[src/rtl/ram_burst_master.sv]
// Burst sequencer for a single-port RAM with a combinational read port.
// It accepts one command (start address, length, direction) and then streams
// write words into consecutive addresses, or streams read words out through a
// backpressured output register. Addresses wrap modulo 2^ADDR_WIDTH.

// Protocol checker: a stalled read word must not change under the consumer.
module ram_burst_master_chk #(
    parameter int WIDTH = 32
) (
    input logic             clk,
    input logic             rst_n,
    input logic             rd_valid,
    input logic             rd_ready,
    input logic [WIDTH-1:0] rd_data
);
    rd_data_stable_a: assert property (@(posedge clk) disable iff (!rst_n)
        (rd_valid && !rd_ready) |=> $stable(rd_data))
        else $error("rd_data changed while the read word was stalled");
endmodule

module ram_burst_master #(
    parameter int WIDTH      = 32,
    parameter int ADDR_WIDTH = 10,
    parameter int LEN_WIDTH  = 11
) (
    input  logic                  CLK,
    input  logic                  RST_N,
    input  logic                  CMD_VALID,
    output logic                  CMD_READY,
    input  logic                  CMD_WRITE,
    input  logic [ADDR_WIDTH-1:0] CMD_ADDR,
    input  logic [LEN_WIDTH-1:0]  CMD_LEN,
    input  logic                  WR_VALID,
    output logic                  WR_READY,
    input  logic [WIDTH-1:0]      WR_DATA,
    output logic                  RD_VALID,
    input  logic                  RD_READY,
    output logic [WIDTH-1:0]      RD_DATA,
    output logic                  BUSY,
    output logic                  DONE,
    output logic                  WE,
    output logic [ADDR_WIDTH-1:0] ADDRESS,
    output logic [WIDTH-1:0]      WD,
    input  logic [WIDTH-1:0]      RD
);
    typedef enum logic [2:0] {
        ST_IDLE   = 3'd0,
        ST_WRITE  = 3'd1,
        ST_READ   = 3'd2,
        ST_DRAIN  = 3'd3,
        ST_FINISH = 3'd4
    } state_t;

    state_t                state_r,     state_s;
    logic [ADDR_WIDTH-1:0] addr_r,      addr_s;
    logic [LEN_WIDTH-1:0]  remaining_r, remaining_s;
    logic [WIDTH-1:0]      rd_data_r,   rd_data_s;
    logic                  rd_valid_r,  rd_valid_s;
    logic                  rd_beat_s;

    // A read beat may load the output register when it is empty or being consumed.
    assign rd_beat_s = !rd_valid_r || RD_READY;

    // State decodes; WE follows WR_VALID directly so a write lands on the same edge.
    assign CMD_READY = (state_r == ST_IDLE);
    assign WR_READY  = (state_r == ST_WRITE);
    assign WE        = (state_r == ST_WRITE) && WR_VALID;
    assign BUSY      = (state_r != ST_IDLE);
    assign DONE      = (state_r == ST_FINISH);
    assign ADDRESS   = addr_r;
    assign WD        = WR_DATA;
    assign RD_DATA   = rd_data_r;
    assign RD_VALID  = rd_valid_r;

    // Next-state, address/length bookkeeping and read-register loading.
    always_comb begin
        state_s     = state_r;
        addr_s      = addr_r;
        remaining_s = remaining_r;
        rd_data_s   = rd_data_r;
        rd_valid_s  = rd_valid_r;
        case (state_r)
            ST_IDLE: begin
                if (CMD_VALID) begin
                    addr_s      = CMD_ADDR;
                    remaining_s = CMD_LEN;
                    if (CMD_LEN == {LEN_WIDTH{1'b0}}) begin
                        state_s = ST_FINISH;
                    end else if (CMD_WRITE) begin
                        state_s = ST_WRITE;
                    end else begin
                        state_s = ST_READ;
                    end
                end else begin
                    state_s = ST_IDLE;
                end
            end
            ST_WRITE: begin
                if (WR_VALID) begin
                    addr_s      = addr_r + ADDR_WIDTH'(1);
                    remaining_s = remaining_r - LEN_WIDTH'(1);
                    if (remaining_r == LEN_WIDTH'(1)) begin
                        state_s = ST_FINISH;
                    end else begin
                        state_s = ST_WRITE;
                    end
                end else begin
                    state_s = ST_WRITE;
                end
            end
            ST_READ: begin
                if (rd_beat_s) begin
                    rd_data_s   = RD;
                    rd_valid_s  = 1'b1;
                    addr_s      = addr_r + ADDR_WIDTH'(1);
                    remaining_s = remaining_r - LEN_WIDTH'(1);
                    if (remaining_r == LEN_WIDTH'(1)) begin
                        state_s = ST_DRAIN;
                    end else begin
                        state_s = ST_READ;
                    end
                end else begin
                    state_s = ST_READ;
                end
            end
            ST_DRAIN: begin
                if (rd_valid_r && RD_READY) begin
                    rd_valid_s = 1'b0;
                    state_s    = ST_FINISH;
                end else begin
                    state_s = ST_DRAIN;
                end
            end
            ST_FINISH: begin
                state_s = ST_IDLE;
            end
            default: begin
                state_s    = ST_IDLE;
                rd_valid_s = 1'b0;
            end
        endcase
    end

    // State and datapath registers; reset aborts any burst and drops a pending word.
    always_ff @(posedge CLK or negedge RST_N) begin
        if (!RST_N) begin
            state_r     <= ST_IDLE;
            addr_r      <= {ADDR_WIDTH{1'b0}};
            remaining_r <= {LEN_WIDTH{1'b0}};
            rd_data_r   <= {WIDTH{1'b0}};
            rd_valid_r  <= 1'b0;
        end else begin
            state_r     <= state_s;
            addr_r      <= addr_s;
            remaining_r <= remaining_s;
            rd_data_r   <= rd_data_s;
            rd_valid_r  <= rd_valid_s;
        end
    end

    ram_burst_master_chk #(.WIDTH(WIDTH)) u_chk (
        .clk      (CLK),
        .rst_n    (RST_N),
        .rd_valid (rd_valid_r),
        .rd_ready (RD_READY),
        .rd_data  (rd_data_r)
    );
endmodule

[config.mk]
export PLATFORM = sky130hd
export DESIGN_NAME = ram_burst_master
export DESIGN_NICKNAME = d
export VERILOG_FILES = /design/src/rtl/ram_burst_master.sv
export SDC_FILE = /design/constraint.sdc
export NUM_CORES = 1
export LEC_CHECK = 0
export BUFFER_PORTS_ARGS = -buffer_cell sky130_fd_sc_hd__buf_2
export CAP_MARGIN = 5
export CORE_MARGIN = 2
export CORE_UTILIZATION = 49
export CTS_BUF_LIST = sky130_fd_sc_hd__clkbuf_16
export DETAILED_ROUTE_END_ITERATION = 7
export GPL_TIMING_DRIVEN = 0
export PLACE_DENSITY = 0.87
export SLEW_MARGIN = 5
export SYNTH_ARGS = -nofsm -noshare
export SYNTH_HDL_FRONTEND = slang
export SYNTH_HIERARCHICAL = 1
export SYNTH_SLANG_ARGS = --single-unit
[constraint.sdc]
create_clock -name CLK -period 3.61 [get_ports CLK]
set_input_delay 0.722 -clock CLK [delete_from_list [all_inputs] [get_ports CLK]]
set_output_delay 0.722 -clock CLK [all_outputs]
set_load 0.005 [all_outputs]
; Yosys cells after proc, flatten, opt, wreduce, memory -nomap -nowiden
; Cells that the tools add are included.
[classes]
n_addsub = 2
multipliers = 0
div_mod_pow = 0
order_cmp = 0
n_eq_ne = 9
n_shift = 0
muxes = 20
bitwise_logic = 1
n_reduce_logical = 12
[ops]
columns = cell, count
row1 = 11-bit two-way mux, 3
row2 = 11-bit case mux with 3 select lines, 1
row3 = 10-bit two-way mux, 3
row4 = 10-bit case mux with 3 select lines, 1
row5 = 3-bit two-way mux, 6
row6 = 3-bit case mux with 4 select lines, 1
row7 = "11-bit by 1-bit == test with 1-bit output, second input constant", 1
row8 = 11-bit logical NOT, 1
row9 = "11-bit by 1-bit subtractor with 11-bit output, second input constant", 1
row10 = "10-bit by 1-bit adder with 10-bit output, second input constant", 1
row11 = "2-bit != test, second input constant", 4
row12 = "3-bit by 2-bit == test with 1-bit output, second input constant", 2
row13 = 3-bit nonzero test, 2
row14 = 4-bit AND reduction, 1
row15 = "3-bit by 1-bit == test with 1-bit output, second input constant", 1
row16 = "3-bit == test, second input constant", 1
row17 = 3-bit logical NOT, 1
row18 = 1-bit two-way mux, 3
row19 = 1-bit case mux with 3 select lines, 1
row20 = 3-bit AND reduction, 1
row21 = 3-bit OR reduction, 1
row22 = 1-bit logical AND, 2
row23 = 2-bit two-way mux, 1
row24 = 2-bit AND reduction, 1
row25 = 3 further kinds, 3
[word_totals]
ff_bits = 57
latch_bits = 0
ram_bits = 0
mem_bits_ro = 0
input_bits = 91
out_inout_bits = 80
word_cells = 49
memories = 0

; Logic depth before layout (Yosys ltp)
[depth]
ltp_word = 4
mapped_depth = 7
ltp_nobuf = 6

; Least setup slack after synthesis
; No wires, ideal clock.
[synth_path]
path_kind = register to register
from = register remaining_r[0]
to = register remaining_r[10]
setup_ps = 138
t_arrival_ps = 1819
required_time_ps = 3472
path_slack_ps = 1653
path_stages_with_launch = 7
n_path_buf = 0
period_less_slack_ps = 1957
cell_sequence = dfrtp_1 inv_1 ha_1 or3b_2 or4_4 a211oi_2 o22ai_1
[synth_between]
elab_chain_cells = 3
word_cells_on_any_way = 4
cone_classes = add/sub (1) / mux (3)
[synth_lines]
columns = element, line_no
row1 = from (decl), 56  ; logic [LEN_WIDTH-1:0] remaining_r, remaining_s;
row2 = from (signal assigned), 149  ; remaining_r <= {LEN_WIDTH{1'b0}};
row3 = from (signal assigned), 155  ; remaining_r <= remaining_s;
row4 = 11-bit by 1-bit subtractor with 11-bit output *, "101, 116"
row5 = "11-bit two-way mux, on equally long branches", "112, 99"
row6 = 11-bit case mux with 3 select lines *, 82  ; case (state_r)
; Mark *: on every way between the ends. The rest lies on a longest branch, timed or not. The select of a mux whose other input is x is not followed.
; A chain may end at the register's enable or synchronous reset.

; Worst setup path after layout
[layout_path]
from = register state_r[2]
to = output port DONE
[layout_between]
elab_chain_cells = 1
[layout_lines]
columns = element, line_no
row1 = from (decl), 54  ; state_t state_r, state_s;
row2 = from (signal assigned), 153  ; state_r <= state_s;
row3 = 3-bit == test, 69  ; assign DONE = (state_r == ST_FINISH);
row4 = to (decl), 40  ; output logic DONE,
; No other way between the ends.

==> impl_metrics.json <==
{
  "syn_nets": 392,
  "ys_types": 49,
  "setup_viol_count_final": 0,
  "viasPerCell": 5.79,
  "final_cell_mix": "145 x buf_2, 57 x dfrtp_1, 33 x buf_4, 32 x mux2_2",
  "synth_enable_flop_cells": 0,
  "p_leak_nw": 2.06,
  "wl_um": 9000,
  "clk_pin_slew_ns": 0.05,
  "cts-htree-levels": 3,
  "antenna_found_initial": 0,
  "wl_per_cell_um": 17.0,
  "synth.top_cell.area_share": 0.453,
  "r2r_setup_slack_ns": 1.39,
  "grt.total_usage": 0.257,
  "cts_sinks": 57,
  "synth_xor_area_frac": 0.00516,
  "worst_pin_slew_ns": 0.833,
  "drive_gt1_frac": 0.518,
  "max_freq_mhz": 371,
  "hold_class": "in2async",
  "ys_seq_area_frac": 0.453,
  "postCtsSetupRepairBufs": 0,
  "maxCapViolCount": 0,
  "path_delay_family": "buffers and inverters",
  "ant_nets": 0,
  "status": "finished clean",
  "final_net_count": 541,
  "hpwl_um": 6400,
  "place_ws_ns": 1.33,
  "hold_violations": 0,
  "cts_root_buf": "clkbuf_16",
  "drc": 0,
  "synthFlopType": "dfrtp_1",
  "slowest_delay_ns": 0.44,
  "synth-seq-cells": 57,
  "overflow": 0,
  "dr.first_iter.drc_count": 373,
  "startpoint_type": "register",
  "synth_top_family_by_area": "compound AO/OA/AOI/OAI gates",
  "vdd_drop_max_mv": 0.524,
  "fin_skew_ns": 0.00617,
  "cts_tree": "done",
  "yosys.area_share.simple": 0.124,
  "muxShareOfSynthArea": 0.121,
  "async_reset_ff_frac": 1.00,
  "path_class": "reg2out",
  "synthAdderAreaFrac": 0.0119,
  "cts_max_path_buffers": 2,
  "synth.largest_area_cell": "dfrtp_1",
  "grt_pass1_vias": 2977,
  "final.min_clock_period_ns": 2.70,
  "netlist_top_cells_area": "dfrtp_1 45%, mux2_2 11%, buf_4 7.6%, nor3_1 2.1%, o21ai_0 2.1%",
  "final_util": 0.682,
  "avgSynthCellArea_um2": 10.6,
  "path_max_fanout": 10,
  "clk_latency_ns": 0.32,
  "fin_crit_sh": 0.747,
  "gp_congestion": 0.944,
  "cp.required_ns": 2.89,
  "final_common_cell": "buf_2",
  "fp.coreArea_um2": 6280,
  "r2r_cells": 6,
  "rsz0062_at_grt": "no",
  "setup_ws_ns": 0.914,
  "cts_made_buffers": 9,
  "syn_inst": 298,
  "fin_tns_setup_ns": 0,
  "syn_area_um2": 3150,
  "total_power_mw": 4.14,
  "cp-end-kind": "primary output",
  "powerDensity_nw_per_um2": 966,
  "vias": 3063,
  "ios": 171,
  "critPathArrivalTime_ns": 1.97,
  "path_common_cell": "clkbuf_1",
  "crit_cells": 5,
  "max-slew-margin-rel": 0.439,
  "grt_max_degree": 58,
  "dr.pass1.iters": 5,
  "yosysWarnings": 6,
  "synth_compound_area_frac": 0.171,
  "fp.dieH_um": 84.2,
  "finalMaxSlewViolations": 0,
  "grt_pass1_wl_um": 14500,
  "postCtsResizedCells": 0,
  "cpMaxStageDelayCell": "dfrtp_1",
  "row_count": 29,
  "area_growth_pct": 36.0,
  "start_util": 0.502,
  "diodes": 0,
  "port_buffers": 138,
  "cp_num_buf_inv": 4,
  "fillCellCount": 476,
  "die_area_um2": 7080,
  "die_w_um": 84.2,
  "worstPathCellList": "clkbuf_1 -> inv_1 -> clkbuf_1 -> nor3_1 -> buf_2",
  "ctsHoldBuffers": 0
}
flip-flops by register name, summed over array words and instances, names as in the netlist:
| name | cells |
|---|---|
| ADDRESS | 10 |
| remaining_r | 11 |
| RD_DATA | 32 |
| RD_VALID | 1 |
| state_r | 3 |
cell families (layout without fill, tap and decap cells):
group           count (synthesis)  count (layout)
mux                            34              34
simple gates                   68              68
flops                          57              57
fa+ha+maj                       3               3
xor+xnor                        1               1
compound gates                 74              74
buf+inv                        61             215
Yosys cell counts (6+ instances only):
master,number
a21oi_1,7
o21ai_0,13
nor3_1,13
nor4_1,6
o22ai_1,6
dfrtp_1,57
inv_1,10
a211oi_1,8
buf_2,8
nor2_1,9
nand3_1,8
a22oi_1,7
nand2_1,6
mux2_2,32
clkbuf_1,10
buf_4,32
report_power, final:
| part | leakage [nW] | switching (mW) | internal (mW) |
|---|---|---|---|
| Combinational | 1.21 | 1.03 | 0.911 |
| Sequential | 0.676 | 0.255 | 0.971 |
| Clock | 0.170 | 0.300 | 0.674 |
| Total | 2.06 | 1.58 | 2.56 |
through the flow:
step                hold slack (ns)  std cells  instance area (um2)
floorplan                     0.426        298                 3150
global placement              0.482        513                 3940
detailed placement            0.488        513                 3940
CTS                           0.500        529                 4280
global route                  0.517        529                 4280
finish                        0.449        529                 4280
final cells by class:
class | instances | area, um2 | share of cell area
Multi-Input combinational cell | 180 | 1360 | 0.318
Tap cell | 77 | 96.3 | 0.0225
Clock inverter | 7 | 118 | 0.0275
Timing Repair Buffer | 138 | 693 | 0.162
Inverter | 10 | 37.5 | 0.00877
Buffer | 51 | 323 | 0.0754
Sequential cell | 57 | 1430 | 0.333
Clock buffer | 9 | 225 | 0.0526
worst paths after layout:
| path | from | endpoint |
|---|---|---|
| setup / recovery | state_r[2]$_DFF_PN0_ | DONE |
| setup reg to reg | state_r[0]$_DFF_PN0_ | remaining_r[6]$_DFFE_PN0P_ |
| hold reg to reg | RD_DATA[0]$_DFFE_PN0P_ | RD_DATA[0]$_DFFE_PN0P_ |
| hold / removal | RST_N | ADDRESS[2]$_DFFE_PN0P_ |
| max in group asynchronous | RST_N | remaining_r[0]$_DFFE_PN0P_ |
| min in group CLK | RD_DATA[0]$_DFFE_PN0P_ | RD_DATA[0]$_DFFE_PN0P_ |
metal layers:
metal / part of all wire / vias up / wire length (um) / global-route usage
li1: - / 1384 / - / -
met1: 0.34 / 1464 / 3070 / 0.301
met2: 0.55 / 190 / 4920 / 0.455
met3: 0.089 / 25 / 800 / 0.0551
met4: 0.022 / 0 / 199 / 0.113
met5: 0 / - / 0 / 0
Power figures use the tool's default switching activity.
